`config.mk`:
```
export PLATFORM = sky130hd
export DESIGN_NAME = mx_e2m3_to_fp32
export DESIGN_NICKNAME = d
export VERILOG_FILES = /design/src/rtl/mx_pkg.sv /design/src/rtl/e2m3_scale_to_fp32.sv /design/src/rtl/mx_e2m3_to_fp32.sv
export SDC_FILE = /design/constraint.sdc
export NUM_CORES = 1
export LEC_CHECK = 0
export BUFFER_PORTS_ARGS = -buffer_cell sky130_fd_sc_hd__buf_2
export CAP_MARGIN = 25
export CORE_AREA = 2 2 212 214
export DETAILED_ROUTE_END_ITERATION = 6
export DIE_AREA = 0 0 214 216
export PLACE_DENSITY = 0.4
export SETUP_SLACK_MARGIN = 0.15
export SYNTH_ARGS = -nofsm -noshare
export SYNTH_HDL_FRONTEND = slang
export SYNTH_HIERARCHICAL = 1
export SYNTH_SLANG_ARGS = --single-unit
```
`constraint.sdc`:
```
create_clock -name clk -period 5.52 [get_ports clk]
set_clock_uncertainty 0.2 [all_clocks]
set_input_delay 0.552 -clock clk [delete_from_list [all_inputs] [get_ports clk]]
set_output_delay 0.552 -clock clk [all_outputs]
set_load 0.005 [all_outputs]
```
`src/rtl/mx_pkg.sv`:
```
// Shared constants and types for the MX (E8M0 scale + E2M3 element) decode path.
package mx_pkg;

  localparam int unsigned FP32_BIAS = 127;
  localparam int unsigned E2M3_BIAS = 1;
  localparam logic [7:0]  E8M0_NAN  = 8'hFF;
  localparam logic [31:0] FP32_QNAN = 32'h7FC00000;
  localparam int unsigned MX_NELEM  = 32;
  localparam int unsigned E2M3_W    = 6;

  typedef enum logic {
    ST_IDLE,
    ST_EMIT
  } mx_state_e;

endpackage

```
`src/rtl/e2m3_scale_to_fp32.sv`:
```
// Exact combinational decode of one E2M3 element under an E8M0 shared scale into FP32.
module e2m3_scale_to_fp32
  import mx_pkg::*;
(
  input  logic [8:1]  X,
  input  logic [6:1]  elem,
  output logic [32:1] Y
);

  logic               w_sign;
  logic [1:0]         w_e;
  logic [2:0]         w_m;
  logic [2:0]         w_frac;
  logic signed [9:0]  w_exp;
  logic [9:0]         w_shamt;
  logic [23:0]        w_sig;

  always_comb begin
    w_sign  = elem[6];
    w_e     = elem[5:4];
    w_m     = elem[3:1];
    w_frac  = '0;
    w_exp   = '0;
    w_shamt = '0;
    w_sig   = '0;
    Y       = '0;

    // Element subnormals are m/8: renormalise so frac holds the bits below the leading one.
    if (w_e != 2'b00) begin
      w_exp  = 10'(X) + 10'(w_e) - 10'(E2M3_BIAS);
      w_frac = w_m;
    end else if (w_m[2]) begin
      w_exp  = 10'(X) - 10'd1;
      w_frac = {w_m[1:0], 1'b0};
    end else if (w_m[1]) begin
      w_exp  = 10'(X) - 10'd2;
      w_frac = {w_m[0], 2'b00};
    end else begin
      w_exp  = 10'(X) - 10'd3;
      w_frac = '0;
    end

    w_sig   = {1'b1, w_frac, 20'b0};
    w_shamt = 10'd1 - w_exp;

    if (X == E8M0_NAN) begin
      Y = FP32_QNAN;
    end else if (w_e == 2'b00 && w_m == 3'b000) begin
      Y = {w_sign, 31'b0};
    end else if (w_exp >= 10'sd255) begin
      Y = {w_sign, 8'hFF, 23'b0};
    end else if (w_exp >= 10'sd1) begin
      Y = {w_sign, w_exp[7:0], w_frac, 20'b0};
    end else begin
      // Shift is at most 4 and frac occupies only the top 3 bits, so nothing is lost.
      Y = {w_sign, 8'h00, 23'(w_sig >> w_shamt)};
    end
  end

endmodule

```
`src/rtl/mx_e2m3_to_fp32.sv`:
```
// MX block decoder: latches one scale + NELEM E2M3 elements and streams FP32 values one per cycle.
module mx_e2m3_to_fp32
  import mx_pkg::*;
#(
  parameter int unsigned NELEM = MX_NELEM,
  parameter int unsigned EW    = E2M3_W
) (
  input  logic                      clk,
  input  logic                      rst,
  input  logic                      in_valid,
  output logic                      in_ready,
  input  logic [8:1]                X_i,
  input  logic [NELEM*EW:1]         V_i,
  output logic                      out_valid,
  input  logic                      out_ready,
  output logic [32:1]               Y,
  output logic [$clog2(NELEM):1]    idx,
  output logic                      out_last
);

  localparam int unsigned IW   = $clog2(NELEM);
  localparam logic [IW:1] LAST = IW'(NELEM - 1);

  mx_state_e          r_state;
  mx_state_e          w_state_nxt;
  logic [8:1]         r_scale;
  logic [NELEM*EW:1]  r_elems;
  logic [IW:1]        r_idx;
  logic               w_at_last;
  logic               w_load;
  logic               w_adv;
  logic [EW:1]        w_elem;

  always_comb begin
    w_state_nxt = r_state;
    in_ready    = 1'b0;
    out_valid   = 1'b0;
    w_load      = 1'b0;
    w_adv       = 1'b0;
    w_at_last   = (r_idx == LAST);

    case (r_state)
      ST_IDLE: begin
        in_ready = 1'b1;
        if (in_valid) begin
          w_load      = 1'b1;
          w_state_nxt = ST_EMIT;
        end
      end
      ST_EMIT: begin
        out_valid = 1'b1;
        if (out_ready) begin
          if (w_at_last) begin
            // Last-element fire doubles as the acceptance slot for the next block.
            in_ready = 1'b1;
            if (in_valid) begin
              w_load = 1'b1;
            end else begin
              w_state_nxt = ST_IDLE;
            end
          end else begin
            w_adv = 1'b1;
          end
        end
      end
      default: w_state_nxt = ST_IDLE;
    endcase
  end

  always_ff @(posedge clk) begin
    if (rst) begin
      r_state <= ST_IDLE;
    end else begin
      r_state <= w_state_nxt;
    end
  end

  always_ff @(posedge clk) begin
    if (rst) begin
      r_scale <= '0;
      r_elems <= '0;
      r_idx   <= '0;
    end else if (w_load) begin
      r_scale <= X_i;
      r_elems <= V_i;
      r_idx   <= '0;
    end else if (w_adv) begin
      r_idx   <= r_idx + IW'(1);
    end
  end

  assign w_elem   = r_elems[EW*r_idx+1 +: EW];
  assign idx      = r_idx;
  assign out_last = (r_state == ST_EMIT) && w_at_last;

  e2m3_scale_to_fp32 u_dec (
    .X    (r_scale),
    .elem (w_elem),
    .Y    (Y)
  );

endmodule

```
==> qor.yml, run 1 <==
run_status:
  status: "finished, violations left"
  violations: "setup timing"
placement:
  dp_cells: 2144
  io_buffers: 243
  dp_slack_ps: -142
  hpwl_um: 30600
  gp_congestion: 0.864
global_routing:
  top_usage_layer: "met2"
  grt_usage_pct: 17.0
  grt_pass1_vias: 10500
  grt_first_pass_wirelength_um: 62100
  gr-usage-met2_pct: 29.5
  met1_usage_pct: 21.9
  antenna_found_initial: 4
  use_met3_pct: 3.09
  grt-ovfl-total: 0
  grt_max_degree: 126
worst_hold_path:
  holdPathStages: 3
  min_from: "V_i[159]"
  hold_class: "in2reg"
sta:
  tightest_slew_ps: 1050
  period_needed_ps: 5890
  hold_viol_final: 0
  whs_ps: 44.6
  timing.final.ws_setup_ps: -368
  rsz0062_at_grt: "yes"
  slew_viol_final: 0
  min_period_over_period_pct: 107
  relSlewSlack_pct: 29.8
  setup_viol: 23
  max_freq_mhz: 170
critical_path:
  crit_buf_inv: 6
  worstPathRequired_ps: 4770
  worstSetupStartpoint: "idx[1]"
  r2r_start: "idx[1]"
  critPathLaunchType: "register"
  crit_family: "simple AND/OR/NAND/NOR gates"
  reg2reg_depth: 10
  cpPeakStageDelay_ps: 570
  cp_cell_sequence: "buf_6 > and2_4 > a221oi_2 > o21ai_1 > a22oi_2 > inv_2 > ha_4 > inv_2 > ha_4 > fa_1 > or3_1 > a31o_1 > nor3_4 > o2111ai_2 > buf_4 > buf_6 > nor2_4 > a32oi_2 > or4_4 > o31ai_2 > buf_2"
  crit_type: "reg2out"
  cp_num_cells: 21
  critPathCaptureType: "output pin"
  cpMaxStageDelayCell: "or4_4"
  crit_fanout: 7
  crit_arrival_ps: 5140
cts:
  htree_levels: 1
  numCtsBuffers: 25
  clk_pin_slew_ps: 60
  cts-root-buf: "clkbuf_16"
  clockBufferDepth: 3
  tritoncts: "done"
  clock_latency_ps: 540
  hold_buffers: 0
  cts.sinks: 206
route:
  routedWlPerCell_um: 18.4
  vias_per_cell: 4.72
  drc: 0
  antenna_left: 0
  wirelength_um: 40600
  num_vias: 10400
  drtIter0Drc: 616
  drt_first_pass_iters: 6
layout:
  layout.cells.non_filler: 2207
  seq_area_sq_um: 4140
  mostFrequentLayoutCells: "nand2_1, buf_2, a21oi_1"
  multi_input_area_sq_um: 6290
  final_common_cell: "nand2_1"
  drive_above_1_share_pct: 27.4
  n_fill_cell: 4762
  nets: 1830
  syn_to_final_growth_pct: 28.1
synth:
  synth_mux_area_share_pct: 10.7
  yosysUniqueCellTypes: 84
  synth_cells: 1349
  synth_top_family_by_area: "simple AND/OR/NAND/NOR gates"
  synthAdderAreaFrac_pct: 3.64
  synth_fp_nets: 1584
  yosys.area_share.xor_xnor_pct: 1.52
  synth-compound-area-share_pct: 18.4
  synthFlopType: "dfxtp_1"
  synthArstFlopShare_pct: 0
  synth_warnings: 6
  avgSynthCellArea_sq_um: 8.06
  yosys_register_bits: 206
  yosysSeqAreaShare_pct: 37.9
  syn-cell-area_sq_um: 10900
  synth_edf_count: 0
  synthSimpleGateAreaFrac_pct: 21.5
floorplanning:
  initial_core_util_pct: 24.8
  fp.dieH_um: 216
  core_sq_um: 43800
  rows: 77
  die-width_um: 214
  die_area_sq_um: 46200
  io_pins: 244
pwr:
  vdd_drop_max_uv: 183
  powerDensity_nw_per_um2: 301
  p_leak_nw: 5.49
flow_run:
  maxCapViolCount: 0
==> registers in the layout, indices dropped and copies added (netlist names) <==
register	count
idx	5
r_elems	192
r_scale	8
r_state	1
==> metrics by stage <==
step	TNS [ps]	utilization (%)	area (sq um)	power (mW)
finish	-6260	31.8	13900	4.19
detailed placement	-1360	29.1	12800	2.60
global placement	-357	29.1	12800	2.60
CTS	-9330	31.4	13800	4.21
floorplan	0	-	10900	2.23
global route	-13200	31.7	13900	4.41
==> metal layers <==
layer | up-vias | wire [um]
met5 | - | 8
li1 | 5168 | -
met2 | 233 | 19600
met1 | 4962 | 18400
met4 | 2 | 756
met3 | 58 | 1850
==> report_power, final <==
part	switching, mW	total [mW]	internal (mW)
logic	0.590	0.997	0.407
clock network	0.665	1.57	0.903
registers	0.0559	1.63	1.57
total	1.31	4.19	2.88
==> cell usage after synthesis (11+ instances only) <==
library cell / count / area (sq um)
ha_1: 30 / 375
a21oi_1: 214 / 1070
dfxtp_1: 206 / 4120
o21ai_0: 25 / 125
inv_1: 20 / 75.1
clkbuf_1: 41 / 154
nand3_1: 11 / 55.1
mux4_2: 16 / 360
nor2_1: 36 / 135
a221oi_1: 12 / 105
buf_6: 17 / 191
mux2i_1: 53 / 531
buf_2: 37 / 185
nand2_1: 427 / 1600
xnor2_1: 13 / 114
nor3_1: 19 / 95.1
==> area by class of cell <==
cell class,instances,share of cell area [%]
multi-input combinational,1018,45.2
antenna,3,0.0539
sequential,206,29.7
inverter,22,0.593
clock inverter,10,0.530
clock buffer,34,5.10
timing repair buffer,322,13.5
tap,592,5.32
==> final timing paths <==
check                               endpoint  slack (ps)
worst max-delay path                   Y[22]        -370
worst min-delay path            r_elems[159]          40
worst max register to register   r_elems[61]        2070
worst min register to register  r_elems[134]         250
==> kinds of logic (layout without fill, tap and decap cells) <==
family                     count (synthesis)  in the layout
and+or+nand+nor                          554            554
AOI/OAI and AO/OA                        335            335
DFF                                      206            206
buffers and inverters                    125            388
muxes                                     80             80
adders and majority gates                 31             31
xor gates and xnor gates                  18             18
other                                      0              3
==> what timing repair did <==
action / CTS / global route
buffers inserted: 13 / 3
resized for setup: 35 / 29
endpoints found under the setup margin: 28 / 31
pin swaps: 18 / 18
==> tightest hold or removal path, delay by kind of cell <==
family / cells / cell delay (ps)
AO/OA/AOI/OAI: 1 / 50
AND/OR/NAND/NOR: 1 / 40
buffers and inverters: 1 / 90
Note: power is estimated with default switching activity, not from simulation.
==> run 2, diff against run 1 <==
- CORE_AREA: 2 2 212 214 -> 3 3 213 215
- DIE_AREA: 0 0 214 216 -> 0 0 216 218
==> run 2 against run 1 <==
Compared with the run above: die area is 1.9% higher; the run still ends with setup timing left; non-clock buffer count is 9 lower; sequential share of layout area is 0.28 points lower; final cell count is 0.32% lower; combinational power is 5% higher; wire length is 0.91% higher; critical path type unchanged; global-route usage is 0.45 points lower; register-to-register slack better by 230 ps; worst setup slack worse by 25 ps; worst hold slack hardly changed.
==> qor.yml, run 2 (same netlist as run 1, synthesis figures left out) <==
sta:
  tightest_slew_ps: 1040  # -11.0 ps
  relSlewSlack_pct: 30.5  # +0.74 points
  fin_tns_setup_ps: -5960  # +304 ps
  timing.final.ws_setup_ps: -393  # -25.1 ps
  hold_viol_final: 0  # unchanged
  rsz0062_at_grt: "yes"
  max_freq_mhz: 169  # -0.42%
  period_needed_ps: 5910  # +25.1 ps
  min_period_over_period_pct: 107  # +0.45 points
  setup_viol: 23  # unchanged
  slew_viol_final: 0  # unchanged
cts:
  clock_latency_ps: 540  # about the same
  tritoncts: "done"
  clk_pin_slew_ps: 60  # about the same
  cts.sinks: 206  # unchanged
  clockBufferDepth: 3  # unchanged
  cts-root-buf: "clkbuf_16"
  htree_levels: 1  # unchanged
  numCtsBuffers: 26  # +4.0%
pwr:
  p_leak_nw: 5.49  # +0.13%
  powerDensity_nw_per_um2: 316  # +5.0%
  vdd_drop_max_uv: 203  # +11%
global_routing:
  grt_usage_pct: 16.6  # -0.45 points
  grt_max_degree: 201  # +60%
  grt_pass1_vias: 10200  # -2.6%
  grt-ovfl-total: 0  # unchanged
  grt_first_pass_wirelength_um: 61500  # -1.0%
  antenna_found_initial: 3  # -1
critical_path:
  critPathMostFrequentCell: "buf_4"
  crit_type: "reg2out"
  cpPeakStageDelay_ps: 500  # -70 ps
  crit_arrival_ps: 5160  # +20 ps
  cpMaxStageDelayCell: "mux4_2"
  critPathLaunchType: "register"
  critPathCaptureType: "output pin"
  crit_fanout: 9  # +2
  worstPathRequired_ps: 4770  # about the same
  cp_cell_sequence: "buf_4 > mux4_2 > o21ai_1 > a22oi_2 > inv_1 > ha_1 > inv_2 > ha_4 > fa_2 > or3_1 > a31o_1 > nor3_4 > o2111ai_2 > o41a_1 > buf_4 > or4_4 > o31ai_2 > buf_2"
placement:
  dp_slack_ps: -53.6  # +87.9 ps
  gp_congestion: 0.855  # -1.1%
  hpwl_um: 30100  # -1.9%
  place_area_sq_um: 12700  # -0.18%
  io_buffers: 243  # unchanged
layout:
  syn_to_final_growth_pct: 29.3
  drive_above_1_share_pct: 28.2  # +0.77 points
  n_fill_cell: 4837  # +1.6%
  largest_reg_flops: 192  # unchanged
  regMostFlops: "r_elems"
  mostFrequentLayoutCells: "nand2_1, buf_2, a21oi_1"
  nets: 1822  # -0.44%
  final_common_cell: "nand2_1"
  final_cell_area_sq_um: 14100  # +0.95%
run_status:
  status: "finished, violations left"
  violations: "setup timing"
floorplanning:
  die-width_um: 216  # +0.93%
  initial_core_util_pct: 24.7  # -0.054 points
  rows: 77  # unchanged
  fp.dieH_um: 218  # +0.93%
  io_pins: 244  # unchanged
  die_area_sq_um: 47100  # +1.9%
  core_sq_um: 43900  # +0.22%
flow_run:
  maxCapViolCount: 0  # unchanged
route:
  drtIter0Drc: 663  # +7.6%
  drc: 0  # unchanged
  wirelength_um: 40900  # +0.91%
  antenna_left: 0  # unchanged
  vias_per_cell: 4.77  # +0.99%
  num_vias: 10500  # +0.67%
  drt_first_pass_iters: 6  # unchanged
  routedWlPerCell_um: 18.6  # +1.2%
worst_hold_path:
  hold_class: "in2reg"
[run 2: cell type report]
type                            instances  area [sq um]  share of cell area (%)
Inverter                               22          82.6                   0.588
Multi-Input combinational cell       1018          6330                    45.0
Clock inverter                          8           130                   0.926
Timing Repair Buffer                  313          1870                    13.3
Antenna cell                            1          2.50                  0.0178
Tap cell                              592           741                    5.27
Sequential cell                       206          4140                    29.4
Clock buffer                           40           763                    5.43
[run 2: critical path: cells and delay by family (launching register included)]
family,cells,cell delay (ps)
multiplexers,1,500
AND/OR/NAND/NOR,3,910
buffers and inverters,5,690
AO/OA/AOI/OAI,6,1270
adder cells (fa/ha/maj),3,810
flip-flops,1,420
[run 2: power by group]
group / switching (mW) / leakage, nW / total (mW) / internal (mW)
registers: 0.0538 / 1.69 / 1.62 / 1.57
logic: 0.618 / 3.36 / 1.05 / 0.436
clock network: 0.674 / 0.438 / 1.76 / 1.09
total: 1.35 / 5.49 / 4.44 / 3.10
[run 2: final timing paths]
kind,endpoint,slack [ps],cells past startpoint,start
max,Y[22],-390,18,idx[2]
min,r_elems[176],40,3,V_i[176]
max reg2reg,r_elems[45],2300,10,idx[1]
min reg2reg,r_elems[162],250,2,r_elems[162]
[run 2: repair_timing]
item,in CTS,in global routing
gates resized for setup,43,38
hold buffers,0,0
pin swaps,16,10
endpoints found under the setup margin,28,30
gates cloned,0,1
setup buffers,7,7
[run 2: per-layer routing]
| metal | up-vias | global-route usage [%] | wire length [um] |
|---|---|---|---|
| met1 | 5029 | 22.6 | 18800 |
| li1 | 5150 | - | - |
| met5 | - | 0 | 13 |
| met4 | 2 | 2.08 | 310 |
| met3 | 31 | 2.68 | 2230 |
| met2 | 281 | 28.5 | 19600 |
[run 2: per-stage QoR]
stage	cells	hold WS, ps	util [%]	power (mW)
floorplan	1349	232	-	2.23
global placement	2136	239	29.0	2.60
detailed placement	2136	243	29.0	2.60
CTS	2191	18.8	31.5	4.44
global route	2199	23.8	32.0	4.67
finish	2200	44.7	32.0	4.44
